<file path="src/rtl/red_pitaya_bus_pkg.sv">
// Shared definitions for the sub-module register bus.
// Holds the default bus widths, the initiator FSM state encoding and the
// read value returned on a timed-out access. Responder blocks import this too.
package red_pitaya_bus_pkg;

   localparam int AW_DEF = 16;
   localparam int DW_DEF = 32;

   // Initiator FSM state encoding
   localparam logic [1:0] ST_IDLE_ENC  = 2'd0;
   localparam logic [1:0] ST_ISSUE_ENC = 2'd1;
   localparam logic [1:0] ST_WAIT_ENC  = 2'd2;
   localparam logic [1:0] ST_RESP_ENC  = 2'd3;

   typedef enum logic [1:0] {
      ST_IDLE  = ST_IDLE_ENC,
      ST_ISSUE = ST_ISSUE_ENC,
      ST_WAIT  = ST_WAIT_ENC,
      ST_RESP  = ST_RESP_ENC
   } bus_state_t;

   // Read data reported when an access times out
   localparam logic [31:0] ERR_RDATA = 32'h0;

endpackage

</file>
<file path="src/rtl/red_pitaya_bus_initiator.sv">
// Register bus initiator.
// Takes one transaction at a time from a valid/ready request port, issues it
// on the bus as a single-cycle wen/ren strobe, waits for ack (with optional
// timeout) and returns read data plus an error flag on a valid/ready
// response port.
// Ports:
//   clk_i, rstn_i                     clock, async active-low reset
//   req_valid_i/req_ready_o           request handshake
//   req_write_i, req_addr_i,
//   req_wdata_i                       request payload
//   rsp_valid_o/rsp_ready_i           response handshake
//   rsp_rdata_o, rsp_err_o            response payload (err = timed out)
//   busy_o                            FSM not idle
//   addr, wen, ren, wdata             bus outputs (registered)
//   ack, rdata                        bus inputs
module red_pitaya_bus_initiator
   import red_pitaya_bus_pkg::*;
#(
   parameter int AW      = AW_DEF,
   parameter int DW      = DW_DEF,
   parameter int TIMEOUT = 8,
   parameter int TOBITS  = 8
) (
   input  logic          clk_i,
   input  logic          rstn_i,
   input  logic          req_valid_i,
   output logic          req_ready_o,
   input  logic          req_write_i,
   input  logic [AW-1:0] req_addr_i,
   input  logic [DW-1:0] req_wdata_i,
   output logic          rsp_valid_o,
   input  logic          rsp_ready_i,
   output logic [DW-1:0] rsp_rdata_o,
   output logic          rsp_err_o,
   output logic          busy_o,
   output logic [AW-1:0] addr,
   output logic          wen,
   output logic          ren,
   output logic [DW-1:0] wdata,
   input  logic          ack,
   input  logic [DW-1:0] rdata
);

   // Last counter value before giving up; unused when TIMEOUT == 0
   localparam logic [TOBITS-1:0] TO_LAST = TOBITS'((TIMEOUT == 0) ? 0 : TIMEOUT - 1);

   bus_state_t        r_state;
   bus_state_t        w_state_nxt;
   logic [TOBITS-1:0] r_cnt;
   logic              r_write;
   logic              w_timeout;

   assign w_timeout   = (TIMEOUT != 0) && (r_cnt == TO_LAST);
   assign req_ready_o = (r_state == ST_IDLE);
   assign busy_o      = (r_state != ST_IDLE);

   always_ff @(posedge clk_i or negedge rstn_i) begin
      if (!rstn_i) r_state <= ST_IDLE;
      else         r_state <= w_state_nxt;
   end

   always_comb begin
      w_state_nxt = r_state;
      case (r_state)
         ST_IDLE:  if (req_valid_i)        w_state_nxt = ST_ISSUE;
         // A combinational responder may ack in the strobe cycle itself
         ST_ISSUE: w_state_nxt = ack ? ST_RESP : ST_WAIT;
         ST_WAIT:  if (ack || w_timeout)   w_state_nxt = ST_RESP;
         ST_RESP:  if (rsp_ready_i)        w_state_nxt = ST_IDLE;
         default:  w_state_nxt = ST_IDLE;
      endcase
   end

   // Bus outputs, timeout counter and response register
   always_ff @(posedge clk_i or negedge rstn_i) begin
      if (!rstn_i) begin
         addr        <= '0;
         wdata       <= '0;
         wen         <= 1'b0;
         ren         <= 1'b0;
         r_write     <= 1'b0;
         r_cnt       <= '0;
         rsp_valid_o <= 1'b0;
         rsp_err_o   <= 1'b0;
         rsp_rdata_o <= '0;
      end else begin
         case (r_state)
            ST_IDLE: begin
               if (req_valid_i) begin
                  addr    <= req_addr_i;
                  if (req_write_i) wdata <= req_wdata_i;
                  wen     <= req_write_i;
                  ren     <= ~req_write_i;
                  r_write <= req_write_i;
               end
            end
            ST_ISSUE: begin
               wen   <= 1'b0;
               ren   <= 1'b0;
               r_cnt <= '0;
               if (ack) begin
                  rsp_rdata_o <= r_write ? '0 : rdata;
                  rsp_err_o   <= 1'b0;
                  rsp_valid_o <= 1'b1;
               end
            end
            ST_WAIT: begin
               // ack has priority over a timeout in the same cycle
               if (ack) begin
                  rsp_rdata_o <= r_write ? '0 : rdata;
                  rsp_err_o   <= 1'b0;
                  rsp_valid_o <= 1'b1;
               end else if (w_timeout) begin
                  rsp_rdata_o <= DW'(ERR_RDATA);
                  rsp_err_o   <= 1'b1;
                  rsp_valid_o <= 1'b1;
               end else begin
                  r_cnt <= r_cnt + 1'b1;
               end
            end
            ST_RESP: begin
               if (rsp_ready_i) rsp_valid_o <= 1'b0;
            end
            default: ;
         endcase
      end
   end

endmodule
</file>
<file path="config.mk">
export PLATFORM = sky130hd
export DESIGN_NAME = red_pitaya_bus_initiator
export DESIGN_NICKNAME = d
export VERILOG_FILES = /design/src/rtl/red_pitaya_bus_pkg.sv /design/src/rtl/red_pitaya_bus_initiator.sv
export SDC_FILE = /design/constraint.sdc
export NUM_CORES = 1
export LEC_CHECK = 0
export BUFFER_PORTS_ARGS = -buffer_cell sky130_fd_sc_hd__buf_2
export CORE_MARGIN = 1.5
export CORE_UTILIZATION = 35
export CTS_CLUSTER_SIZE = 28
export DETAILED_ROUTE_END_ITERATION = 8
export GPL_TIMING_DRIVEN = 0
export PLACE_DENSITY = 0.65
export SETUP_SLACK_MARGIN = 0.4
export SLEW_MARGIN = 20
export SYNTH_ARGS = -nofsm -noshare
export SYNTH_HDL_FRONTEND = slang
export SYNTH_SLANG_ARGS = --single-unit
</file>
<file path="constraint.sdc">
create_clock -name clk_i -period 4.7 [get_ports clk_i]
set_input_delay 0.235 -clock clk_i [delete_from_list [all_inputs] [get_ports clk_i]]
set_output_delay 0.235 -clock clk_i [all_outputs]
set_load 0.02 [all_outputs]
</file>
==> results.sh, run 1 <==
export IMPL_drcViolationCount=0
export IMPL_endpoint_kind="flop"
export IMPL_cts_tree="done"
export IMPL_grt_max_degree=59
export IMPL_multi_input_area_mm2=0.00164
export IMPL_routed_wl_um=10400
export IMPL_synth_edff_count=0
export IMPL_start_kind="flop"
export IMPL_synth_distinct_cells=39
export IMPL_slowest_stage="a211oi_4"
export IMPL_power_density_mw_per_mm2=777
export IMPL_via_per_inst=4.87
export IMPL_ant_nets=0
export IMPL_yosysSeqAreaShare_pct=56.5
export IMPL_clkLatencyLatePin_ns=0.35
export IMPL_drt_iter0_markers=135
export IMPL_antenna_cells=0
export IMPL_drive_above_1_share_pct=53.6
export IMPL_grt_pass1_vias=3392
export IMPL_setup_ws_ns=2.63
export IMPL_fin_util_pct=48.7
export IMPL_max_cap_viol_count=0
export IMPL_maxSlewHeadroom_pct=67.2
export IMPL_leakagePower_nw=2.78
export IMPL_timing_fmax_mhz=484
export IMPL_track_usage_pct=17.0
export IMPL_yosys_most_used_dff="dfrtp_1"
export IMPL_final_hold_viol_count=0
export IMPL_numCtsBuffers=9
export IMPL_syn_num_nets=438
export IMPL_cts_max_level=3
export IMPL_synth_cells=346
export IMPL_status="finished, final reports clean"
export IMPL_core_mm2=0.0116
export IMPL_arrival_ns=2.29
export IMPL_die_area_mm2=0.0127
export IMPL_total_power_mw=4.37
export IMPL_synthTopCellsByArea="dfrtp_1 (57%), mux2_2 (13%), o21ai_2 (6.2%), o21ai_0 (4.3%), nand2_1 (3.6%)"
export IMPL_firstDrtPassIters=4
export IMPL_portBuffers=171
export IMPL_dieWidth_um=113
export IMPL_clock_path_buffers=2
export IMPL_wl_per_cell_um=15.3
export IMPL_area_sequential_mm2=0.00238
export IMPL_tns_ns=0
export IMPL_pin_count=172
export IMPL_netlist_area_leader_share_pct=56.5
export IMPL_grt_pass1_wl_um=16800
export IMPL_ys_seq_elements=95
export IMPL_areaGrowthSynthToFinish_pct=33.9
export IMPL_gp_congestion=0.768
export IMPL_pre_cts_slack_ns=2.63
export IMPL_synth_top_area_cell="dfrtp_1"
export IMPL_num_vias=3304
export IMPL_async_flop_share_pct=100
export IMPL_tightest_slew_ns=0.492
export IMPL_synth_avg_cell_area_um2=12.2
export IMPL_synth_area_mm2=0.00421
export IMPL_rsz0062_at_grt="no"
export IMPL_start_util_pct=36.4
export IMPL_finalSetupViolCount=0
export IMPL_crit_type="reg2reg"
export IMPL_fp_row_count=39
export IMPL_slowest_delay_ns=0.42
export IMPL_fillers=1056
export IMPL_drv_slew=0
export IMPL_dieHeight_um=113
export IMPL_yosysWarnings=0
export IMPL_vdd_drop_max_v=0.000355
export IMPL_overflow=0
export IMPL_dpl_hpwl_um=7760
export IMPL_cp_cell_sequence="inv_1 > ha_1 > nor2_1 > a211oi_4 > nand2b_4 > buf_12 > o21ai_2"
export IMPL_clkSinkCount=95
export IMPL_post_route_min_period_ns=2.07
export IMPL_fin_nets=622
export IMPL_crit_fanout=10
export IMPL_cts_root_buf="clkbuf_16"
export IMPL_cp_required_ns=4.93
export IMPL_hp_class="in2reg"
export IMPL_antenna_found_initial=0
export IMPL_clk_pin_slew_ns=0.07
export IMPL_skew_ns=0.00945
export IMPL_period_share_pct=43.9
## worst max-delay path, delay by kind of cell, from the launching register on
kind / cells / cell delay [ns]
buffers and inverters: 2 / 0.30
AO/OA/AOI/OAI: 2 / 0.49
AND/OR/NAND/NOR: 2 / 0.40
flip-flops: 1 / 0.41
adder cells (fa/ha/maj): 1 / 0.34
## stage by stage
step	hold WS, ns	cells	cell area, µm²
floorplan	-0.0606	346	4210
global placement	0.467	660	5240
detailed placement	0.165	661	5270
CTS	0.101	678	5630
global route	0.106	678	5630
finish	0.114	678	5630
## cell families (layout without fill, tap and decap cells)
family / Yosys count / count (layout) / share of synthesized area (%)
flip-flops: 95 / 95 / 56.5
AO/OA/AOI/OAI: 92 / 92 / 15.4
AND/OR/NAND/NOR: 67 / 67 / 7.91
multiplexers: 52 / 52 / 13.8
buffers and inverters: 34 / 223 / 4.52
adder cells (fa/ha/maj): 6 / 6 / 1.79
## report_power, final
part	total, mW	switching (mW)	internal (mW)	leakage, nW
Sequential	1.35	0.167	1.18	1.18
Clock	0.844	0.320	0.524	0.161
Combinational	2.18	1.34	0.844	1.44
Total	4.37	1.83	2.55	2.78
## cell usage after synthesis, types with 2 or more instances
cell type	number
buf_2	11
o221ai_1	3
nand3_1	3
a22o_1	3
o21ai_2	30
o22ai_1	4
a21oi_2	2
inv_1	13
nor2_1	7
o21ai_0	36
a21oi_1	3
o31ai_1	3
buf_12	3
clkbuf_1	6
nand4_1	3
mux2_2	48
mux2i_1	4
ha_1	6
dfrtp_1	95
nand2b_1	4
a31oi_1	2
nand2_1	40
## state kept, by name, indices dropped and copies added (netlist names)
signal	cells
rsp_rdata_o	32
rsp_err_o	1
ren	1
wen	1
rsp_valid_o	1
r_write	1
r_cnt	8
r_state	2
wdata	32
addr	16
## final timing paths
kind,from,endpoint,slack (ns),cells after the start
max in group asynchronous,rstn_i,r_cnt[3]$_DFFE_PN0P_,3.73,3
worst max-delay path,r_state[1]$_DFFE_PN0P_,rsp_rdata_o[27]$_DFFE_PN0P_,2.63,7
worst min register to register,addr[3]$_DFFE_PN0N_,addr[3]$_DFFE_PN0N_,0.50,1
worst min-delay path,req_wdata_i[23],wdata[23]$_DFFE_PN0P_,0.11,2
min in group asynchronous,rstn_i,wdata[8]$_DFFE_PN0P_,0.36,2
worst max register to register,r_state[1]$_DFFE_PN0P_,rsp_rdata_o[27]$_DFFE_PN0P_,2.63,7
## per-layer routing
layer	wire [µm]	global-route usage (%)	vias to the layer above
met2	4930	28.0	131
met1	4540	21.4	1577
met3	736	4.43	12
li1	-	-	1584
met5	0	0	-
met4	161	6.58	0
## final cells by class
cell class / instances / share of cell area [%]
Multi-Input combinational cell: 217 / 29.1
Clock inverter: 6 / 2.07
Buffer: 20 / 2.44
Clock buffer: 10 / 4.07
Timing Repair Buffer: 173 / 16.0
Inverter: 14 / 0.934
Tap cell: 143 / 3.18
Sequential cell: 95 / 42.2
## timing repair
action / CTS / global route
hold endpoints to repair: 37 / 0
hold buffers: 1 / 0
gates resized for setup: 0 / 0
setup buffers: 0 / 0
## layout by cell type (no fill, tap or decap), types with 2 or more instances in the layout
master | Yosys | routed
inv_1 | 13 | 13
o22ai_1 | 4 | 4
o31ai_1 | 3 | 3
nand4_1 | 3 | 3
nand2_1 | 40 | 40
mux2_2 | 48 | 48
o21ai_2 | 30 | 30
o221ai_1 | 3 | 3
clkbuf_1 | 6 | 7
a22o_1 | 3 | 3
nor2_1 | 7 | 7
a21oi_2 | 2 | 2
o21ai_0 | 36 | 36
a31oi_1 | 2 | 2
nand3_1 | 3 | 3
dfrtp_1 | 95 | 95
a21oi_1 | 3 | 3
clkbuf_16 | 0 | 9
ha_1 | 6 | 6
buf_12 | 3 | 3
bufinv_16 | 0 | 3
mux2i_1 | 4 | 4
nand2b_1 | 4 | 4
buf_2 | 11 | 181
clkinvlp_4 | 0 | 2
(Power assumes the default switching activity.)
==> run 2, diff against run 1 <==
--- a/config.mk
+++ b/config.mk
@@ -5,13 +5,14 @@
 export SDC_FILE = /design/constraint.sdc
 export NUM_CORES = 1
 export LEC_CHECK = 0
+export ABC_AREA = 1
 export BUFFER_PORTS_ARGS = -buffer_cell sky130_fd_sc_hd__buf_2
 export CORE_MARGIN = 1.5
 export CORE_UTILIZATION = 35
 export CTS_CLUSTER_SIZE = 28
 export DETAILED_ROUTE_END_ITERATION = 8
 export GPL_TIMING_DRIVEN = 0
-export PLACE_DENSITY = 0.65
+export PLACE_DENSITY = 0.66
 export SETUP_SLACK_MARGIN = 0.4
 export SLEW_MARGIN = 20
 export SYNTH_ARGS = -nofsm -noshare
==> constraint.sdc (replaced) <==
create_clock -name clk_i -period 1.93 [get_ports clk_i]
set_input_delay 0.0965 -clock clk_i [delete_from_list [all_inputs] [get_ports clk_i]]
set_output_delay 0.0965 -clock clk_i [all_outputs]
set_load 0.02 [all_outputs]
==> run 2 against run 1 <==
Compared with the run above: fmax rose by 31%; non-clock buffer count rose by 112; sequential share of layout area fell by 7.7 points; highest routed layer unchanged; critical endpoint is now rsp_rdata_o[13]$_DFFE_PN0P_; global-route usage rose by 2.4 points; via count rose by 20%; final area rose by 23%; hold slack got worse by 0.10 ns.
==> results.sh, run 2 <==
export IMPL_tightest_slew_ns=0.431
export IMPL_numCtsBuffers=9
export IMPL_switchingPower_mw=4.78
export IMPL_setup_ws_ns=0.349
export IMPL_cts_max_level=3
export IMPL_fillers=922
export IMPL_layout_common_cells="buf_2 (171), nand2_1 (107), dfrtp_1 (93)"
export IMPL_crit_fanout=7
export IMPL_ant_nets=0
export IMPL_firstDrtPassIters=4
export IMPL_dieHeight_um=111
export IMPL_fp_row_count=39
export IMPL_pin_count=172
export IMPL_combPwrFrac_pct=54.2
export IMPL_power_density_mw_per_mm2=1660
export IMPL_maxSlewHeadroom_pct=71.3
export IMPL_clkSinkCount=95
export IMPL_cts_tree="done"
export IMPL_timing_fmax_mhz=633
export IMPL_areaGrowthSynthToFinish_pct=70.3
export IMPL_syn_num_nets=486
export IMPL_rsz0062_at_grt="yes"
export IMPL_fin_area_mm2=0.00690
export IMPL_p_clk_share_pct=17.1
export IMPL_hp_class="in2reg"
export IMPL_multi_input_area_mm2=0.00175
export IMPL_finalSetupViolCount=0
export IMPL_yosysMostFrequentCell="nand2_1"
export IMPL_tns_ns=0
export IMPL_dpl_hpwl_um=7480
export IMPL_drt_iter0_markers=193
export IMPL_num_vias=3969
export IMPL_drv_slew=0
export IMPL_post_route_min_period_ns=1.58
export IMPL_die_area_mm2=0.0122
export IMPL_drcViolationCount=0
export IMPL_clock_path_buffers=2
export IMPL_synth_common_cells="nand2_1 (110), dfrtp_1 (95), nand3_1 (44)"
export IMPL_switching_share_pct=41.6
export IMPL_fin_nets=783
export IMPL_yosysWarnings=0
export IMPL_synth_edff_count=0
export IMPL_total_power_mw=11.5
export IMPL_reg_top3="rsp_rdata_o (32), wdata (32), addr (16)"
export IMPL_gp_congestion=0.788
export IMPL_crit_type="reg2reg"
export IMPL_hold_worst_slack_ns=0.0108
export IMPL_fin_util_pct=60.7
export IMPL_core_mm2=0.0114
export IMPL_synth_avg_cell_area_um2=10.3
export IMPL_wl_per_cell_um=14.4
export IMPL_clk_pin_slew_ns=0.07
export IMPL_via_per_inst=4.73
export IMPL_synth_cells=394
export IMPL_arrival_ns=1.86
export IMPL_final_common_cell="buf_2"
export IMPL_postPlaceCellArea_mm2=0.00514
export IMPL_synth_top_area_cell="dfrtp_1"
export IMPL_skew_ns=0.00863
export IMPL_yosys_most_used_dff="dfrtp_1"
export IMPL_finalNonFillerCells=839
export IMPL_area_sequential_mm2=0.00238
export IMPL_netlist_area_leader_share_pct=58.7
export IMPL_grt_max_degree=53
export IMPL_routed_wl_um=12100
export IMPL_intPower_mw=6.71
export IMPL_final_hold_viol_count=0
export IMPL_drive_above_1_share_pct=48.6
export IMPL_cp_required_ns=2.21
export IMPL_max_cap_viol_count=0
export IMPL_vdd_drop_max_v=0.00101
export IMPL_pre_cts_slack_ns=-0.0212
export IMPL_async_flop_share_pct=100
export IMPL_antenna_found_initial=0
export IMPL_grt_pass1_wl_um=19400
export IMPL_p_seq_share_pct=28.7
export IMPL_overflow=0
export IMPL_grt_pass1_vias=4151
export IMPL_portBuffers=171
export IMPL_synth_distinct_cells=31
export IMPL_antenna_cells=0
export IMPL_synth_area_mm2=0.00405
export IMPL_period_share_pct=81.9
export IMPL_track_usage_pct=19.4
export IMPL_start_util_pct=35.6
export IMPL_dpl_cell_count=709
export IMPL_endpoint_kind="flop"
export IMPL_cts_root_buf="clkbuf_16"
export IMPL_synthTopCellsByArea="dfrtp_1 (59%), nand2_1 (10%), mux2_2 (8.6%), nand3_1 (5.4%), o21ai_0 (4.8%)"
export IMPL_ys_seq_elements=95
export IMPL_yosysSeqAreaShare_pct=58.7
export IMPL_start_kind="flop"
export IMPL_leakagePower_nw=3.55
export IMPL_clkLatencyLatePin_ns=0.34
export IMPL_dieWidth_um=111
export IMPL_status="finished, final reports clean"
==> run 2: cell type report <==
cell class	instances	share of cell area, %
well taps	143	2.59
clock buffers	10	3.46
inverters	14	0.907
plain buffers	19	2.85
repair buffers	286	29.1
multi-input cells	266	25.3
clock inverters	6	1.31
flip-flops and latches	95	34.5
==> run 2: cell families after synthesis <==
logic type / count (synthesis) / synth area share, %
DFF: 95 / 58.7
AOI/OAI and AO/OA: 46 / 5.87
buffers and inverters: 33 / 4.51
and+or+nand+nor: 180 / 19.7
adders and majority gates: 6 / 1.85
muxes: 33 / 9.17
xor gates and xnor gates: 1 / 0.216
==> run 2: critical path, stage by stage (launching register included) <==
cell and delay [ns]:
dfrtp_2 0.44, inv_4 0.07, ha_4 0.29, o21ai_4 0.10
nor2_4 0.29, buf_6 0.18, nand3_2 0.08, nand2_1 0.06
==> run 2: power groups by stage <==
stage	clock (mW)	sequential [mW]	combinational, mW
3_5_place_dp	0	3.31	4.76
5_1_grt	2.09	3.39	6.73
3_3_place_gp	0	3.27	4.64
4_1_cts	2.00	3.28	5.63
2_1_floorplan	0	4.27	2.20
6_report	1.96	3.30	6.23
==> run 2: worst paths after layout <==
kind | start | to | cells past startpoint | slack (ns)
min in group asynchronous | rstn_i | addr[10]$_DFFE_PN0N_ | 2 | 0.24
worst max-delay path | r_state[1]$_DFFE_PN0P_ | rsp_rdata_o[13]$_DFFE_PN0P_ | 7 | 0.35
max in group asynchronous | rstn_i | rsp_rdata_o[0]$_DFFE_PN0P_ | 3 | 1.10
worst min register to register | rsp_valid_o$_DFFE_PN0P_ | rsp_valid_o$_DFFE_PN0P_ | 2 | 0.48
worst max register to register | r_state[1]$_DFFE_PN0P_ | rsp_rdata_o[13]$_DFFE_PN0P_ | 7 | 0.35
worst min-delay path | req_wdata_i[8] | wdata[8]$_DFFE_PN0P_ | 2 | 0.01
==> run 2: what timing repair did <==
item,in CTS,in global routing
gates resized for setup,41,52
buffers inserted,21,11
gates cloned,6,2
setup endpoints to repair,79,83
hold buffers,73,1
hold endpoints to repair,115,1
pin swaps,6,10
==> run 2: metal layers <==
| metal | track usage [%] | routed length, µm | up-vias | part of all wire [%] |
|---|---|---|---|---|
| met1 | 22.8 | 4890 | 1907 | 40 |
| met2 | 34.0 | 6220 | 138 | 51 |
| met5 | 0 | 0 | - | 0 |
| met4 | 7.26 | 231 | 0 | 1.9 |
| li1 | - | - | 1902 | - |
| met3 | 5.05 | 743 | 22 | 6.1 |
